## src/rtl/dcache_store_responder.sv

```systemverilog
// +--------------------------------------------------------------------------+
// | dcache_store_responder: write-through D$ store-port responder with a      |
// | direct-mapped tag/valid/data array.                 Revision: 1.0         |
// +--------------------------------------------------------------------------+
`default_nettype none

package ariane_pkg;
    localparam int unsigned DCACHE_INDEX_WIDTH = 12;
    localparam int unsigned DCACHE_TAG_WIDTH   = 44;

    typedef struct packed {
        logic [DCACHE_INDEX_WIDTH-1:0] address_index;
        logic [DCACHE_TAG_WIDTH-1:0]   address_tag;
        logic [63:0]                   data_wdata;
        logic                          data_req;
        logic                          data_we;
        logic [7:0]                    data_be;
        logic [1:0]                    data_size;
        logic                          kill_req;
        logic                          tag_valid;
    } dcache_req_i_t;

    typedef struct packed {
        logic        data_gnt;
        logic        data_rvalid;
        logic [63:0] data_rdata;
    } dcache_req_o_t;
endpackage

module dcache_store_responder
    import ariane_pkg::*;
#(
    parameter int unsigned NR_LINES = 256,
    parameter int unsigned TAG_W    = DCACHE_TAG_WIDTH,
    parameter int unsigned INDEX_W  = DCACHE_INDEX_WIDTH
) (
    input  logic                        clk_i,
    input  logic                        rst_ni,
    input  dcache_req_i_t               req_port_i,
    output dcache_req_o_t               req_port_o,
    input  logic                        refill_valid_i,
    input  logic [$clog2(NR_LINES)-1:0] refill_index_i,
    input  logic [TAG_W-1:0]            refill_tag_i,
    input  logic [63:0]                 refill_data_i,
    input  logic                        invalidate_i,
    output logic                        mem_req_o,
    input  logic                        mem_gnt_i,
    output logic [63:0]                 mem_addr_o,
    output logic [63:0]                 mem_wdata_o,
    output logic [7:0]                  mem_be_o,
    input  logic                        mem_ack_i,
    output logic                        busy_o
);
    localparam int unsigned LINE_W = $clog2(NR_LINES);

    typedef enum logic [2:0] {
        IDLE     = 3'd0,
        LOOKUP   = 3'd1,
        MEM_REQ  = 3'd2,
        WAIT_ACK = 3'd3,
        DONE     = 3'd4
    } state_e;

    state_e              state_q;
    logic                mem_req_q;
    logic                rvalid_q;
    logic                busy_q;
    logic [63:0]         mem_addr_q;
    logic [63:0]         mem_wdata_q;
    logic [7:0]          mem_be_q;
    logic [1:0]          size_q;

    logic [NR_LINES-1:0] valid_q;
    logic [TAG_W-1:0]    tag_q  [NR_LINES];
    logic [63:0]         data_q [NR_LINES];

    logic                gnt;
    logic [TAG_W-1:0]    st_tag;
    logic [LINE_W-1:0]   st_line;
    logic                hit;
    logic                refill_same;
    logic                upd_en;
    logic [63:0]         merge_base;
    logic                unused_sigs;

    function automatic logic [63:0] merge_bytes(input logic [63:0] old_w,
                                                input logic [63:0] new_w,
                                                input logic [7:0]  be);
        logic [63:0] res;
        for (int k = 0; k < 8; k++) begin
            res[8*k +: 8] = be[k] ? new_w[8*k +: 8] : old_w[8*k +: 8];
        end
        return res;
    endfunction

    // The latched address doubles as the lookup key for the store in flight.
    assign st_tag  = mem_addr_q[INDEX_W +: TAG_W];
    assign st_line = mem_addr_q[3 +: LINE_W];

    assign gnt         = (state_q == IDLE) & req_port_i.data_req & req_port_i.data_we;
    assign hit         = valid_q[st_line] & (tag_q[st_line] == st_tag);
    assign refill_same = refill_valid_i & (refill_index_i == st_line);

    // A same-line refill replaces the old word; it absorbs the store only if the tags agree.
    assign merge_base = refill_same ? refill_data_i : data_q[st_line];
    assign upd_en     = (state_q == LOOKUP) & ~invalidate_i &
                        (refill_same ? (refill_tag_i == st_tag) : hit);

    always_ff @(posedge clk_i) begin
        if (refill_valid_i) begin
            tag_q[refill_index_i]  <= refill_tag_i;
            data_q[refill_index_i] <= refill_data_i;
        end
        if (upd_en) begin
            data_q[st_line] <= merge_bytes(merge_base, mem_wdata_q, mem_be_q);
        end
    end

    always_ff @(posedge clk_i or negedge rst_ni) begin
        if (!rst_ni) begin
            state_q     <= IDLE;
            valid_q     <= '0;
            mem_req_q   <= 1'b0;
            rvalid_q    <= 1'b0;
            busy_q      <= 1'b0;
            mem_addr_q  <= '0;
            mem_wdata_q <= '0;
            mem_be_q    <= '0;
            size_q      <= '0;
        end else begin
            rvalid_q <= 1'b0;
            if (invalidate_i) begin
                valid_q <= '0;
            end else if (refill_valid_i) begin
                valid_q[refill_index_i] <= 1'b1;
            end
            unique case (state_q)
                IDLE: begin
                    if (gnt) begin
                        mem_addr_q  <= 64'({req_port_i.address_tag[TAG_W-1:0],
                                            req_port_i.address_index[INDEX_W-1:0]});
                        mem_wdata_q <= req_port_i.data_wdata;
                        mem_be_q    <= req_port_i.data_be;
                        size_q      <= req_port_i.data_size;
                        busy_q      <= 1'b1;
                        state_q     <= LOOKUP;
                    end
                end
                LOOKUP: begin
                    mem_req_q <= 1'b1;
                    state_q   <= MEM_REQ;
                end
                MEM_REQ: begin
                    if (mem_gnt_i) begin
                        mem_req_q <= 1'b0;
                        if (mem_ack_i) begin
                            rvalid_q <= 1'b1;
                            state_q  <= DONE;
                        end else begin
                            state_q  <= WAIT_ACK;
                        end
                    end
                end
                WAIT_ACK: begin
                    if (mem_ack_i) begin
                        rvalid_q <= 1'b1;
                        state_q  <= DONE;
                    end
                end
                DONE: begin
                    busy_q  <= 1'b0;
                    state_q <= IDLE;
                end
                default: begin
                    mem_req_q <= 1'b0;
                    busy_q    <= 1'b0;
                    state_q   <= IDLE;
                end
            endcase
        end
    end

    always_comb begin
        req_port_o             = '0;
        req_port_o.data_gnt    = gnt;
        req_port_o.data_rvalid = rvalid_q;
    end

    assign mem_req_o   = mem_req_q;
    assign mem_addr_o  = mem_addr_q;
    assign mem_wdata_o = mem_wdata_q;
    assign mem_be_o    = mem_be_q;
    assign busy_o      = busy_q;

    // Size is kept with the store but byte enables alone decide the merge.
    assign unused_sigs = ^{req_port_i.kill_req, req_port_i.tag_valid, size_q};

endmodule

`default_nettype wire
```

## config.mk

```make
export PLATFORM = sky130hd
export DESIGN_NAME = dcache_store_responder
export DESIGN_NICKNAME = d
export VERILOG_FILES = /design/src/rtl/dcache_store_responder.sv
export SDC_FILE = /design/constraint.sdc
export NUM_CORES = 1
export LEC_CHECK = 0
export BUFFER_PORTS_ARGS = -buffer_cell sky130_fd_sc_hd__buf_2
export CAP_MARGIN = 20
export CORE_AREA = 4 4 178 180
export CTS_CLUSTER_DIAMETER = 120
export DETAILED_ROUTE_END_ITERATION = 8
export DIE_AREA = 0 0 182 184
export PLACE_DENSITY_LB_ADDON = 0.12
export SLEW_MARGIN = 20
export SYNTH_ARGS = -nofsm -noshare
export SYNTH_HDL_FRONTEND = slang
export SYNTH_SLANG_ARGS = --single-unit
```

## constraint.sdc

```tcl
create_clock -name clk_i -period 1.55 [get_ports clk_i]
set_input_delay 0.3875 -clock clk_i [delete_from_list [all_inputs] [get_ports clk_i]]
set_output_delay 0.3875 -clock clk_i [all_outputs]
set_load 0.005 [all_outputs]
```

After elaboration in Yosys (flattened, before gate mapping)
Cells that the tools add are included.
{"block": "op_classes", "n_reduce_logical": 7, "muxes": 12, "n_bitwise": 4, "n_eq_ne": 7}
{"op": "$mux W3", "count": 4}
{"op": "$pmux W3 S4", "count": 1}
{"op": "$eq A3 B2 Y1 const B", "count": 2}
{"op": "$ne A2 B2 Y1 const B", "count": 3}
{"op": "$reduce_and A2 Y1", "count": 3}
{"op": "$reduce_or A3 Y1", "count": 2}
{"op": "$mux W1", "count": 4}
{"op": "$pmux W1 S2", "count": 2}
{"op": "$eq A3 B1 Y1 const B", "count": 1}
{"op": "$eq A3 B3 Y1 const B", "count": 1}
{"op": "$logic_not A3 Y1", "count": 1}
{"op": "$pmux W1 S3", "count": 1}
{"op": "$reduce_and A3 Y1", "count": 1}
{"op": "$and A1 B1 Y1", "count": 2}
{"op": "$not A1 Y1", "count": 2}
{"block": "totals", "in_bits": 256, "out_inout_bits": 204, "regBits": 134, "elab_cells": 37}

Depth between registers and ports, before layout
Gate-level depths: netlist (run 1).
{"block": "logic_depth", "depth_word": 5, "ltp_mapped": 5, "depth_no_buf": 3}

Least setup slack after synthesis (run 1)
Ideal clock, no wire load.
{"block": "synth_path", "kind": "flip-flop to flip-flop", "from": "register state_q[0]", "to": "register mem_addr_q[0], in the netlist mem_addr_o[0]", "arrival_time_ns": 1.419, "t_required_ns": 1.425, "path_buffers": 2, "period_less_slack_ns": 1.544, "path_slack_ns": 0.006, "setup_time_ns": 0.125, "path_stages_with_launch": 6, "path_cell_list": "dfrtp_1 nand4bb_4 nor2_4 buf_12 buf_12 mux2_4"}
{"block": "synth_via", "elab_chain_cells": 4}
{"element": "start: declaration", "line_no": "64", "text": "state_e state_q;"}
{"element": "start signal: assignment", "line_no": "121", "text": "state_q <= IDLE;"}
{"element": "start signal: assignment", "line_no": "146", "text": "state_q <= LOOKUP;"}
{"element": "start signal: assignment", "line_no": "151", "text": "state_q <= MEM_REQ;"}
{"element": "$logic_not A3 Y1 *", "line_no": "100, 137"}
{"element": "$and A1 B1 Y1 (2 in series)", "line_no": "100", "text": "assign gnt = (state_q == IDLE) & req_port_i.data_req & req_port_i.data_we;"}
{"element": "$reduce_and A2 Y1 (no source line) *"}
{"element": "end signal: assignment", "line_no": "140", "text": "mem_addr_q <= 64'({req_port_i.address_tag[TAG_W-1:0],"}
{"element": "end: declaration", "line_no": "68", "text": "logic [63:0] mem_addr_q;"}
Every way passes the cells marked *; elsewhere a longest branch is shown, timed or not.
A chain may end at the register's enable or synchronous reset.

Worst setup path after layout (run 1)
{"block": "layout_path", "from": "register state_q[1]", "to": "register mem_wdata_q[35], in the netlist mem_wdata_o[35]"}
{"block": "layout_via", "elab_chain_cells": 4}
{"element": "$logic_not A3 Y1 *", "line_no": "100, 137"}
{"element": "$and A1 B1 Y1 (2 in series)", "line_no": "100"}
{"element": "$reduce_and A2 Y1 (no source line) *"}
{"element": "end signal: assignment", "line_no": "142", "text": "mem_wdata_q <= req_port_i.data_wdata;"}
{"element": "end: declaration", "line_no": "69", "text": "logic [63:0] mem_wdata_q;"}
Marked as above.

==> run_summary.xml, run 1 <==
<?xml version="1.0" encoding="UTF-8"?>
<metrics>
  <group name="status">
    <metric name="status" unit="">finished, violations left</metric>
    <metric name="violations_in_the_final_reports" unit="">setup timing</metric>
  </group>
  <group name="placement">
    <metric name="quantity_of_i_o_buffers_inserted_on_ports" unit="">265</metric>
    <metric name="hpwl" unit="µm">11600</metric>
    <metric name="gpl.final_weighted_congestion" unit="">0.734</metric>
  </group>
  <group name="timing">
    <metric name="finalSetupViolations" unit="">127</metric>
    <metric name="fmaxAchievable" unit="MHz">578</metric>
    <metric name="whs" unit="ns">0.207</metric>
    <metric name="final-hold-violation-count" unit="">0</metric>
    <metric name="finalCritPeriodShare" unit="%">112</metric>
    <metric name="worst_clock_skew" unit="ns">0.00961</metric>
    <metric name="finalCriticalPeriod" unit="ns">1.73</metric>
    <metric name="min_setup_slack_post_route" unit="ns">-0.179</metric>
    <metric name="rsz_0062_raised_after_global_routing" unit="">true</metric>
    <metric name="maxSlewViolCount" unit="">0</metric>
    <metric name="setup-tns-final" unit="ns">-14.97</metric>
  </group>
  <group name="cts">
    <metric name="worst_setup_hold_path_clk_slew" unit="ns">0.06</metric>
    <metric name="number_of_clock_buffers_inserted_by_tritoncts" unit="">17</metric>
    <metric name="tritoncts" unit="">built</metric>
    <metric name="htreeDepth" unit="">4</metric>
    <metric name="clock_tree.buffer_depth" unit="">2</metric>
    <metric name="clock_sinks" unit="">134</metric>
    <metric name="clk_root_buf" unit="">sky130_fd_sc_hd__clkbuf_16</metric>
    <metric name="worst_skew_pair.late_latency" unit="ns">0.41</metric>
  </group>
  <group name="final_layout">
    <metric name="num-nets-final" unit="">937</metric>
    <metric name="areaGrowthSynthToFinish" unit="%">42.4</metric>
    <metric name="sequential_cell_area" unit="µm²">3350</metric>
    <metric name="filler_cell_count" unit="">3144</metric>
    <metric name="drive_above_1_share" unit="%">68.1</metric>
    <metric name="multi_input_combinational_cell_area" unit="µm²">2210</metric>
    <metric name="antenna_cells_inserted" unit="">0</metric>
  </group>
  <group name="synth">
    <metric name="synth_area" unit="µm²">6100</metric>
    <metric name="synthesis.instances" unit="">367</metric>
    <metric name="synth-seq-area-share" unit="%">55.0</metric>
    <metric name="synth.ff_latch_count" unit="">134</metric>
    <metric name="synth.lib_cells_used.distinct" unit="">16</metric>
    <metric name="syn_area_per_cell" unit="µm²">16.6</metric>
    <metric name="yosysWarnings" unit="">0</metric>
  </group>
  <group name="drt">
    <metric name="route.detailed.vias_per_inst" unit="">3.55</metric>
    <metric name="num_vias" unit="">3861</metric>
    <metric name="route.detailed.wl_per_inst" unit="µm">14.8</metric>
    <metric name="drt_pass1_iterations" unit="">4</metric>
    <metric name="routed_wl" unit="µm">16100</metric>
    <metric name="detail_route.iter0.violations" unit="">72</metric>
    <metric name="postRouteAntennaNets" unit="">0</metric>
    <metric name="drcViolationCount" unit="">0</metric>
  </group>
  <group name="job">
    <metric name="maxCapViolCount" unit="">0</metric>
  </group>
  <group name="pwr">
    <metric name="power.density_cell_area" unit="nW/µm²">1930</metric>
    <metric name="max-vdd-ir-drop" unit="mV">0.599</metric>
    <metric name="static_power_due_to_leakage" unit="nW">4.38</metric>
  </group>
  <group name="grt">
    <metric name="gr-total-overflow" unit="">0</metric>
    <metric name="first_pass_grt_wire_length" unit="µm">23800</metric>
    <metric name="grt_max_degree" unit="">43</metric>
    <metric name="global_route.usage.total" unit="%">9.11</metric>
    <metric name="initial_antenna_violation_count" unit="">0</metric>
    <metric name="number_of_global_route_vias_before_repair" unit="">4140</metric>
  </group>
  <group name="floorplanning">
    <metric name="die_w" unit="µm">182</metric>
    <metric name="pin_count" unit="">460</metric>
    <metric name="num_rows" unit="">64</metric>
    <metric name="initial_utilization" unit="%">20.2</metric>
    <metric name="fp.dieH" unit="µm">184</metric>
    <metric name="core-area" unit="µm²">30200</metric>
    <metric name="dieArea" unit="µm²">33500</metric>
  </group>
  <group name="critical_path">
    <metric name="worst_ep_required_time" unit="ns">1.84</metric>
    <metric name="cp_slowest_stage_delay" unit="ns">0.38</metric>
    <metric name="worst_path_max_delay_cell" unit="">sky130_fd_sc_hd__dfrtp_1</metric>
    <metric name="cp-start-kind" unit="">register</metric>
    <metric name="worst_setup_path_end_kind" unit="">register</metric>
    <metric name="crit_arrival" unit="ns">2.02</metric>
    <metric name="critical_path.cell_chain" unit="">nand4bb_4, nor2_4, buf_4, buf_12, bufbuf_16, mux2_2</metric>
    <metric name="critical_path.max_fanout" unit="">8</metric>
    <metric name="ws_path_type" unit="">register to register</metric>
  </group>
  <group name="min_path">
    <metric name="hold_class" unit="">primary input to register</metric>
  </group>
</metrics>
[area by class of cell]
type	count	area share (%)
inverter	2	0.0865
clock buffer	19	5.22
tap	396	5.71
clock inverter	12	1.76
sequential	134	38.6
timing repair buffer	312	23.1
multi-input combinational	214	25.5
[synthesized netlist by cell type (all sizes together)]
cell type	n	area share, %
dfrtp	134	55
mux2	128	30
buf	88	13
nor2	3	0.31
o21ai	3	0.25
inv	2	0.12
nor3b	2	0.25
o211ai	2	0.25
a21o	1	0.12
conb	1	0.062
mux2i	1	0.16
nand4bb	1	0.45
o21a	1	0.12
[power breakdown]
part	leakage [nW]	internal [mW]	switching (mW)
sequential	1.59	5.28	0.934
combinational	2.49	4.13	2.16
clock	0.299	2.61	1.60
total	4.38	12.0	4.69
[placed cells by master, fill, tap and decap left out, drive strengths merged]
cell,n
a21o,1
buf,308
bufbuf,1
bufinv,3
clkbuf,21
clkinv,7
clkinvlp,1
conb,72
dfrtp,134
dlygate4sd3,1
inv,3
mux2,128
mux2i,1
nand4bb,1
nor2,3
nor3b,2
o211ai,2
o21a,1
o21ai,3
[through the flow]
stage	instances	utilization [%]	total power, mW	worst slack (ns)	instance area, µm²
6_report	1089	28.7	16.7	-0.179	8680
3_3_place_gp	1040	25.5	12.2	-0.138	7700
4_1_cts	1084	28.5	17.0	-0.238	8600
5_1_grt	1089	28.7	17.8	-0.252	8680
2_1_floorplan	438	-	9.68	0.00629	6360
3_5_place_dp	1040	25.5	12.2	-0.165	7700
[state kept, by name, summed over array words and instances, names as in the netlist]
name         cells
busy_o           1
mem_addr_o      56
mem_be_o         8
mem_req_o        1
mem_wdata_o     64
rvalid_q         1
state_q          3
[worst max-delay path, delay by kind of cell, from the launching register on]
| kind | cells | cell delay (ns) |
|---|---|---|
| multiplexers | 1 | 0.32 |
| buffers and inverters | 3 | 0.56 |
| flip-flops | 1 | 0.38 |
| AND/OR/NAND/NOR | 2 | 0.37 |
[layer usage]
metal / track usage, % / part of all wire [%] / vias up
li1: - / - / 1739
met1: 11.6 / 43 / 1923
met2: 14.7 / 48 / 189
met3: 3.32 / 7.9 / 10
met4: 2.52 / 1.0 / 0
met5: 0 / 0 / -
[logic make-up (layout without fill, tap and decap cells)]
kind of cell | count (synthesis) | count (layout) | synth area share, %
muxes | 129 | 129 | 30.0
other | 1 | 72 | 0.0615
and+or+nand+nor | 6 | 6 | 1.01
AOI/OAI and AO/OA | 7 | 7 | 0.739
buffers and inverters | 90 | 345 | 13.2
DFF | 134 | 134 | 55.0
[worst paths after layout]
| kind | endpoint | cells past startpoint | slack (ns) | from |
|---|---|---|---|---|
| min in group asynchronous | mem_addr_o[39]$_DFFE_PN0P_ | 2 | 0.46 | rst_ni |
| worst min register to register | busy_o$_DFFE_PN0P_ | 1 | 0.49 | busy_o$_DFFE_PN0P_ |
| max in group asynchronous | mem_wdata_o[18]$_DFFE_PN0P_ | 3 | 0.49 | rst_ni |
| worst max-delay path | mem_wdata_o[35]$_DFFE_PN0P_ | 6 | -0.18 | state_q[1]$_DFFE_PN0P_ |
| worst max register to register | mem_wdata_o[35]$_DFFE_PN0P_ | 6 | -0.18 | state_q[1]$_DFFE_PN0P_ |
| worst min-delay path | mem_addr_o[36]$_DFFE_PN0P_ | 2 | 0.21 | req_port_i[102] |
[what timing repair did]
action,CTS,global route
endpoints found under the hold margin,34,0
gates cloned,4,2
pin swaps,2,1
setup buffers,8,3
resized for setup,22,1
hold buffers,1,0
endpoints found under the setup margin,119,129
Power figures use the tool's default switching activity.
==> inputs of run 2 (changes only) <==
--- a/config.mk
+++ b/config.mk
@@ -5,6 +5,7 @@
 export SDC_FILE = /design/constraint.sdc
 export NUM_CORES = 1
 export LEC_CHECK = 0
+export ABC_AREA = 1
 export BUFFER_PORTS_ARGS = -buffer_cell sky130_fd_sc_hd__buf_2
 export CAP_MARGIN = 20
 export CORE_AREA = 4 4 178 180
==> run_summary.xml, run 2 <==
<?xml version="1.0" encoding="UTF-8"?>
<metrics>
  <group name="grt">
    <metric name="grt_max_degree" unit="">52</metric>
    <metric name="gr-total-overflow" unit="">0</metric>
    <metric name="number_of_global_route_vias_before_repair" unit="">4744</metric>
    <metric name="first_pass_grt_wire_length" unit="µm">27300</metric>
    <metric name="global_route.usage.total" unit="%">10.3</metric>
    <metric name="busiest_layer" unit="">met2</metric>
    <metric name="gr-usage-met2" unit="%">16.5</metric>
    <metric name="global_route.usage.met1" unit="%">13.2</metric>
    <metric name="initial_antenna_violation_count" unit="">0</metric>
    <metric name="grt.met3_usage" unit="%">4.14</metric>
  </group>
  <group name="final_layout">
    <metric name="post-route-cell-area" unit="µm²">8050</metric>
    <metric name="drive_above_1_share" unit="%">34.9</metric>
    <metric name="largest_reg_flops" unit="">64</metric>
    <metric name="most-common-layout-cells" unit="">397 x sky130_fd_sc_hd__nand2_1, 263 x sky130_fd_sc_hd__buf_2, 134 x sky130_fd_sc_hd__dfrtp_1, 72 x sky130_fd_sc_hd__conb_1, 20 x sky130_fd_sc_hd__buf_4</metric>
    <metric name="post_route_non_filler_standard_cell_count" unit="">1348</metric>
    <metric name="num-nets-final" unit="">1196</metric>
    <metric name="areaGrowthSynthToFinish" unit="%">39.9</metric>
    <metric name="antenna_cells_inserted" unit="">0</metric>
    <metric name="mostFrequentLayoutCell" unit="">sky130_fd_sc_hd__nand2_1</metric>
  </group>
  <group name="placement">
    <metric name="place.detailed.instances" unit="">1313</metric>
    <metric name="pre_cts_ws" unit="ns">0.0240</metric>
    <metric name="gpl.final_weighted_congestion" unit="">0.710</metric>
    <metric name="quantity_of_i_o_buffers_inserted_on_ports" unit="">265</metric>
    <metric name="hpwl" unit="µm">13300</metric>
    <metric name="dpl_cell_area" unit="µm²">7410</metric>
  </group>
  <group name="drt">
    <metric name="drcViolationCount" unit="">0</metric>
    <metric name="postRouteAntennaNets" unit="">0</metric>
    <metric name="route.detailed.wl_per_inst" unit="µm">13.3</metric>
    <metric name="route.detailed.vias_per_inst" unit="">3.57</metric>
    <metric name="num_vias" unit="">4807</metric>
    <metric name="routed_wl" unit="µm">17900</metric>
    <metric name="detail_route.iter0.violations" unit="">176</metric>
    <metric name="drt_pass1_iterations" unit="">4</metric>
  </group>
  <group name="cts">
    <metric name="number_of_clock_buffers_inserted_by_tritoncts" unit="">17</metric>
    <metric name="worst_skew_pair.late_latency" unit="ns">0.41</metric>
    <metric name="htreeDepth" unit="">4</metric>
    <metric name="worst_setup_hold_path_clk_slew" unit="ns">0.06</metric>
    <metric name="clock_sinks" unit="">134</metric>
    <metric name="clock_tree.buffer_depth" unit="">2</metric>
    <metric name="tritoncts" unit="">built</metric>
    <metric name="clk_root_buf" unit="">sky130_fd_sc_hd__clkbuf_16</metric>
  </group>
  <group name="timing">
    <metric name="final-hold-violation-count" unit="">0</metric>
    <metric name="worst_clock_skew" unit="ns">0.00766</metric>
    <metric name="finalCritPeriodShare" unit="%">106</metric>
    <metric name="finalSetupViolations" unit="">1</metric>
    <metric name="rsz_0062_raised_after_global_routing" unit="">true</metric>
    <metric name="finalCriticalPeriod" unit="ns">1.65</metric>
    <metric name="min_setup_slack_post_route" unit="ns">-0.0980</metric>
    <metric name="maxSlewViolCount" unit="">0</metric>
    <metric name="fmaxAchievable" unit="MHz">607</metric>
  </group>
  <group name="status">
    <metric name="violations_in_the_final_reports" unit="">setup timing</metric>
    <metric name="status" unit="">finished, violations left</metric>
  </group>
  <group name="synth">
    <metric name="synth_top_area_share" unit="%">58.3</metric>
    <metric name="ys_async_sr_fraction" unit="%">100</metric>
    <metric name="syn_area_per_cell" unit="µm²">8.80</metric>
    <metric name="synthesis.instances" unit="">654</metric>
    <metric name="synth_common_cells" unit="">397 x sky130_fd_sc_hd__nand2_1, 134 x sky130_fd_sc_hd__dfrtp_1, 88 x sky130_fd_sc_hd__buf_4</metric>
    <metric name="synth_area" unit="µm²">5750</metric>
    <metric name="synth_top_area_cell" unit="">sky130_fd_sc_hd__dfrtp_1</metric>
    <metric name="yosysWarnings" unit="">0</metric>
    <metric name="synth_enable_flop_cells" unit="">0</metric>
    <metric name="synth-main-ff-cell" unit="">sky130_fd_sc_hd__dfrtp_1</metric>
    <metric name="synth.lib_cells_used.distinct" unit="">18</metric>
    <metric name="synth-seq-area-share" unit="%">58.3</metric>
    <metric name="synth.ff_latch_count" unit="">134</metric>
    <metric name="netlist_top_cells_area" unit="">sky130_fd_sc_hd__dfrtp_1 58%, sky130_fd_sc_hd__nand2_1 26%, sky130_fd_sc_hd__buf_4 11%, sky130_fd_sc_hd__buf_6 2.3%, sky130_fd_sc_hd__nand3_1 0.26%</metric>
    <metric name="synth_most_common_cell" unit="">sky130_fd_sc_hd__nand2_1</metric>
  </group>
  <group name="critical_path">
    <metric name="critical_path.max_fanout" unit="">2</metric>
    <metric name="timing.critical_path.from" unit="">state_q[1]$_DFFE_PN0P_</metric>
    <metric name="cp_slowest_stage_delay" unit="ns">0.40</metric>
    <metric name="cp-start-kind" unit="">register</metric>
    <metric name="worst_ep_required_time" unit="ns">1.16</metric>
    <metric name="worst_path_max_delay_cell" unit="">sky130_fd_sc_hd__dfrtp_1</metric>
    <metric name="ws_path_type" unit="">register to output port</metric>
    <metric name="worstPathBufferInverterCount" unit="">1</metric>
    <metric name="worst_setup_path_end_kind" unit="">output port</metric>
    <metric name="crit_arrival" unit="ns">1.26</metric>
    <metric name="reg2reg_from" unit="">state_q[1]$_DFFE_PN0P_</metric>
    <metric name="crit_family" unit="">flip-flops</metric>
    <metric name="critical_path.cell_chain" unit="">nor2_2, nand2_2, nor2_4, buf_6</metric>
  </group>
  <group name="pwr">
    <metric name="static_power_due_to_leakage" unit="nW">4.68</metric>
    <metric name="max-vdd-ir-drop" unit="mV">0.833</metric>
    <metric name="total_power" unit="mW">15.4</metric>
    <metric name="power.density_cell_area" unit="nW/µm²">1920</metric>
  </group>
  <group name="floorplanning">
    <metric name="initial_utilization" unit="%">19.1</metric>
    <metric name="num_rows" unit="">64</metric>
    <metric name="fp.dieH" unit="µm">184</metric>
    <metric name="pin_count" unit="">460</metric>
    <metric name="die_w" unit="µm">182</metric>
    <metric name="dieArea" unit="µm²">33500</metric>
    <metric name="core-area" unit="µm²">30200</metric>
  </group>
  <group name="min_path">
    <metric name="worst_hold_startpoint" unit="">req_port_i[42]</metric>
    <metric name="hold_class" unit="">primary input to register</metric>
  </group>
  <group name="job">
    <metric name="maxCapViolCount" unit="">0</metric>
  </group>
</metrics>
run 2: cell families (layout without fill, tap and decap cells):
| family | count (synthesis) | count (layout) | synth area share, % |
|---|---|---|---|
| flip-flops | 134 | 134 | 58.3 |
| AND/OR/NAND/NOR | 410 | 410 | 27.2 |
| AO/OA/AOI/OAI | 2 | 2 | 0.196 |
| buffers and inverters | 107 | 334 | 14.3 |
| other | 1 | 72 | 0.0652 |
run 2: worst min-delay path: stages:
cell and delay, ns:
sky130_fd_sc_hd__buf_2 0.07, sky130_fd_sc_hd__nand2_1 0.04, sky130_fd_sc_hd__nand2_1 0.05
run 2: layout make-up:
type / count / area, µm²
Clock inverter: 12 / 143
Tap cell: 396 / 495
Fill cell: 3344 / 22100
Clock buffer: 19 / 453
Multi-Input combinational cell: 484 / 1840
Inverter: 5 / 21.3
Timing Repair Buffer: 298 / 1740
Sequential cell: 134 / 3350
run 2: worst paths after layout:
check,endpoint,slack [ns],depth (start not counted)
worst max-delay path,req_port_o[65],-0.1,4
worst min-delay path,mem_wdata_o[28]$_DFFE_PN0P_,0.17,3
worst max register to register,mem_wdata_o[60]$_DFFE_PN0P_,0.05,8
worst min register to register,mem_addr_o[2]$_DFFE_PN0P_,0.46,2
max in group asynchronous,mem_addr_o[5]$_DFFE_PN0P_,0.57,3
min in group asynchronous,mem_addr_o[18]$_DFFE_PN0P_,0.43,2
run 2: what timing repair did:
action                                  CTS  global route
endpoints found under the setup margin    1           126
buffers inserted                          2             1
pin swaps                                 2             2
gates resized for setup                   1             0
hold endpoints to repair                 22             0
hold buffers                              1             0
run 2: routing by layer:
metal / vias up / wire length (µm)
li1: 2391 / -
met1: 2211 / 7790
met2: 197 / 8440
met3: 8 / 1510
met4: 0 / 136
met5: - / 0
run 2: report_power, final:
part           leakage [nW]  internal, mW  switching, mW
combinational          2.73          2.38           2.75
sequential             1.67          5.28          0.864
clock                 0.279          2.47           1.67
total                  4.68          10.1           5.28
run 2: metrics by stage:
step	util, %	TNS [ns]	hold WS [ns]
after floorplan	-	0	0.0919
after global placement	24.6	0	0.310
after detailed placement	24.6	0	0.310
after CTS	26.6	-0.158	0.138
after global routing	26.7	-4.01	0.139
final	26.7	-0.0980	0.172
==> inputs of run 3 (changes only) <==
--- a/config.mk
+++ b/config.mk
@@ -13,6 +13,7 @@
 export DETAILED_ROUTE_END_ITERATION = 8
 export DIE_AREA = 0 0 182 184
 export PLACE_DENSITY_LB_ADDON = 0.12
+export SKIP_CTS_REPAIR_TIMING = 1
 export SLEW_MARGIN = 20
 export SYNTH_ARGS = -nofsm -noshare
 export SYNTH_HDL_FRONTEND = slang
==> run_summary.xml, run 3 (synthesis gave the netlist of run 2 again) <==
<?xml version="1.0" encoding="UTF-8"?>
<metrics>
  <group name="status">
    <metric name="status" unit="">finished, violations left</metric>
    <metric name="violations_in_the_final_reports" unit="">setup timing</metric>
  </group>
  <group name="cts">
    <metric name="clk_root_buf" unit="">sky130_fd_sc_hd__clkbuf_16</metric>
    <metric name="worst_setup_hold_path_clk_slew" unit="ns">0.06</metric>
    <metric name="number_of_clock_buffers_inserted_by_tritoncts" unit="">17</metric>
    <metric name="tritoncts" unit="">built</metric>
    <metric name="clock_tree.buffer_depth" unit="">2</metric>
    <metric name="clock_sinks" unit="">134</metric>
    <metric name="htreeDepth" unit="">4</metric>
    <metric name="worst_skew_pair.late_latency" unit="ns">0.41</metric>
  </group>
  <group name="critical_path">
    <metric name="worst_ep_required_time" unit="ns">1.16</metric>
    <metric name="critical_path.max_fanout" unit="">5</metric>
    <metric name="reg2reg_from" unit="">state_q[0]$_DFFE_PN0P_</metric>
    <metric name="r2r-end" unit="">mem_wdata_o[52]$_DFFE_PN0P_</metric>
    <metric name="ff2ff_path_depth" unit="">9</metric>
    <metric name="regToRegSetupSlack" unit="ns">-0.03</metric>
    <metric name="cp-start-kind" unit="">register</metric>
    <metric name="ws_path_type" unit="">register to output port</metric>
    <metric name="worst_setup_path_end_kind" unit="">output port</metric>
    <metric name="crit_arrival" unit="ns">1.33</metric>
  </group>
  <group name="final_layout">
    <metric name="num-nets-final" unit="">1214</metric>
    <metric name="drive_above_1_share" unit="%">36.1</metric>
    <metric name="fin_util" unit="%">28.1</metric>
    <metric name="antenna_cells_inserted" unit="">0</metric>
    <metric name="areaGrowthSynthToFinish" unit="%">47.5</metric>
    <metric name="post_route_non_filler_standard_cell_count" unit="">1366</metric>
    <metric name="most-common-layout-cells" unit="">397 x sky130_fd_sc_hd__nand2_1, 263 x sky130_fd_sc_hd__buf_2, 134 x sky130_fd_sc_hd__dfrtp_1, 72 x sky130_fd_sc_hd__conb_1, 27 x sky130_fd_sc_hd__clkbuf_16</metric>
    <metric name="largest_reg_flops" unit="">64</metric>
    <metric name="mostFrequentLayoutCell" unit="">sky130_fd_sc_hd__nand2_1</metric>
    <metric name="post-route-cell-area" unit="µm²">8490</metric>
  </group>
  <group name="timing">
    <metric name="finalCriticalPeriod" unit="ns">1.71</metric>
    <metric name="final-hold-violation-count" unit="">0</metric>
    <metric name="min_setup_slack_post_route" unit="ns">-0.164</metric>
    <metric name="rsz_0062_raised_after_global_routing" unit="">true</metric>
    <metric name="finalSetupViolations" unit="">62</metric>
    <metric name="setup-tns-final" unit="ns">-0.848</metric>
    <metric name="fmaxAchievable" unit="MHz">584</metric>
    <metric name="maxSlewViolCount" unit="">0</metric>
    <metric name="finalCritPeriodShare" unit="%">111</metric>
    <metric name="worst_clock_skew" unit="ns">0.00995</metric>
  </group>
  <group name="drt">
    <metric name="route.top_layer_used" unit="">met4</metric>
    <metric name="detail_route.iter0.violations" unit="">196</metric>
    <metric name="num_vias" unit="">4904</metric>
    <metric name="drt_pass1_iterations" unit="">4</metric>
    <metric name="routed_wl" unit="µm">19800</metric>
    <metric name="met1_length" unit="µm">8720</metric>
    <metric name="drcViolationCount" unit="">0</metric>
    <metric name="postRouteAntennaNets" unit="">0</metric>
    <metric name="route.detailed.wl_per_inst" unit="µm">14.5</metric>
    <metric name="detailroute.wirelength.met2" unit="µm">9370</metric>
    <metric name="route.detailed.vias_per_inst" unit="">3.59</metric>
    <metric name="wl_met3" unit="µm">1540</metric>
  </group>
  <group name="min_path">
    <metric name="hold-path-endpoint" unit="">mem_wdata_o[28]$_DFFE_PN0P_</metric>
    <metric name="worst_hold_startpoint" unit="">req_port_i[42]</metric>
    <metric name="min_delay_path_depth" unit="">3</metric>
    <metric name="hold_class" unit="">primary input to register</metric>
  </group>
  <group name="grt">
    <metric name="grt_max_degree" unit="">52</metric>
    <metric name="number_of_global_route_vias_before_repair" unit="">4734</metric>
    <metric name="first_pass_grt_wire_length" unit="µm">27200</metric>
    <metric name="initial_antenna_violation_count" unit="">0</metric>
    <metric name="global_route.usage.total" unit="%">10.3</metric>
    <metric name="gr-total-overflow" unit="">0</metric>
  </group>
  <group name="pwr">
    <metric name="max-vdd-ir-drop" unit="mV">0.833</metric>
    <metric name="total_power" unit="mW">16.0</metric>
    <metric name="static_power_due_to_leakage" unit="nW">4.89</metric>
    <metric name="power.density_cell_area" unit="nW/µm²">1880</metric>
  </group>
  <group name="floorplanning">
    <metric name="pin_count" unit="">460</metric>
    <metric name="fp.dieH" unit="µm">184</metric>
    <metric name="dieArea" unit="µm²">33500</metric>
    <metric name="core-area" unit="µm²">30200</metric>
    <metric name="num_rows" unit="">64</metric>
    <metric name="initial_utilization" unit="%">19.1</metric>
    <metric name="die_w" unit="µm">182</metric>
  </group>
  <group name="job">
    <metric name="maxCapViolCount" unit="">0</metric>
  </group>
  <group name="placement">
    <metric name="dpl_cell_area" unit="µm²">7410</metric>
    <metric name="quantity_of_i_o_buffers_inserted_on_ports" unit="">265</metric>
    <metric name="place.detailed.instances" unit="">1313</metric>
    <metric name="gpl.final_weighted_congestion" unit="">0.710</metric>
    <metric name="hpwl" unit="µm">13300</metric>
  </group>
</metrics>
## run 3: cell types whose count changed in the layout (fill, tap and decap cells not counted), sizes merged
cell,change
clkbuf,+10
buf,+8
## run 3: worst max-delay path by stage
stage | cells after the start | end | start | slack [ns]
after floorplan | 5 | req_port_o[65] | state_q[1]$_DFFE_PN0P_ | 0.13
after global placement | 7 | mem_addr_o[34]$_DFFE_PN0P_ | state_q[1]$_DFFE_PN0P_ | 0.05
after detailed placement | 7 | mem_wdata_o[60]$_DFFE_PN0P_ | state_q[1]$_DFFE_PN0P_ | 0.02
after CTS | 4 | req_port_o[65] | state_q[1]$_DFFE_PN0P_ | -0.41
after global routing | 4 | req_port_o[65] | state_q[0]$_DFFE_PN0P_ | -0.26
final | 4 | req_port_o[65] | state_q[0]$_DFFE_PN0P_ | -0.16
## run 3: critical path, cell delays in order (launching register included)
cell                      delay (ns)
sky130_fd_sc_hd__dfrtp_1        0.41
sky130_fd_sc_hd__nor2_4         0.14
sky130_fd_sc_hd__nand2_2        0.08
sky130_fd_sc_hd__nor2_4         0.17
sky130_fd_sc_hd__buf_6          0.12
## run 3: cell type report
type,count,area [µm²]
clock buffer,19,453
clock inverter,12,143
fill,3317,21700
inverter,5,35.0
multi-input combinational,484,1850
sequential,134,3350
tap,396,495
timing repair buffer,316,2160
## run 3: routing by layer
metal / track usage, % / up-vias
met3: 4.16 / 7
met5: 0 / -
met2: 16.4 / 199
met4: 2.52 / 0
met1: 13.2 / 2267
li1: - / 2431
## run 3: where the power goes
group,switching [mW],internal (mW),leakage (nW)
combinational,2.93,2.74,2.95
clock,1.67,2.47,0.279
sequential,0.878,5.28,1.67
## run 3: stage by stage
stage | hold WS (ns) | setup slack [ns]
final | 0.170 | -0.164
after global routing | 0.139 | -0.258
after CTS | -0.154 | -0.412
after detailed placement | 0.310 | 0.0240
after global placement | 0.310 | 0.0461
after floorplan | 0.0919 | 0.126
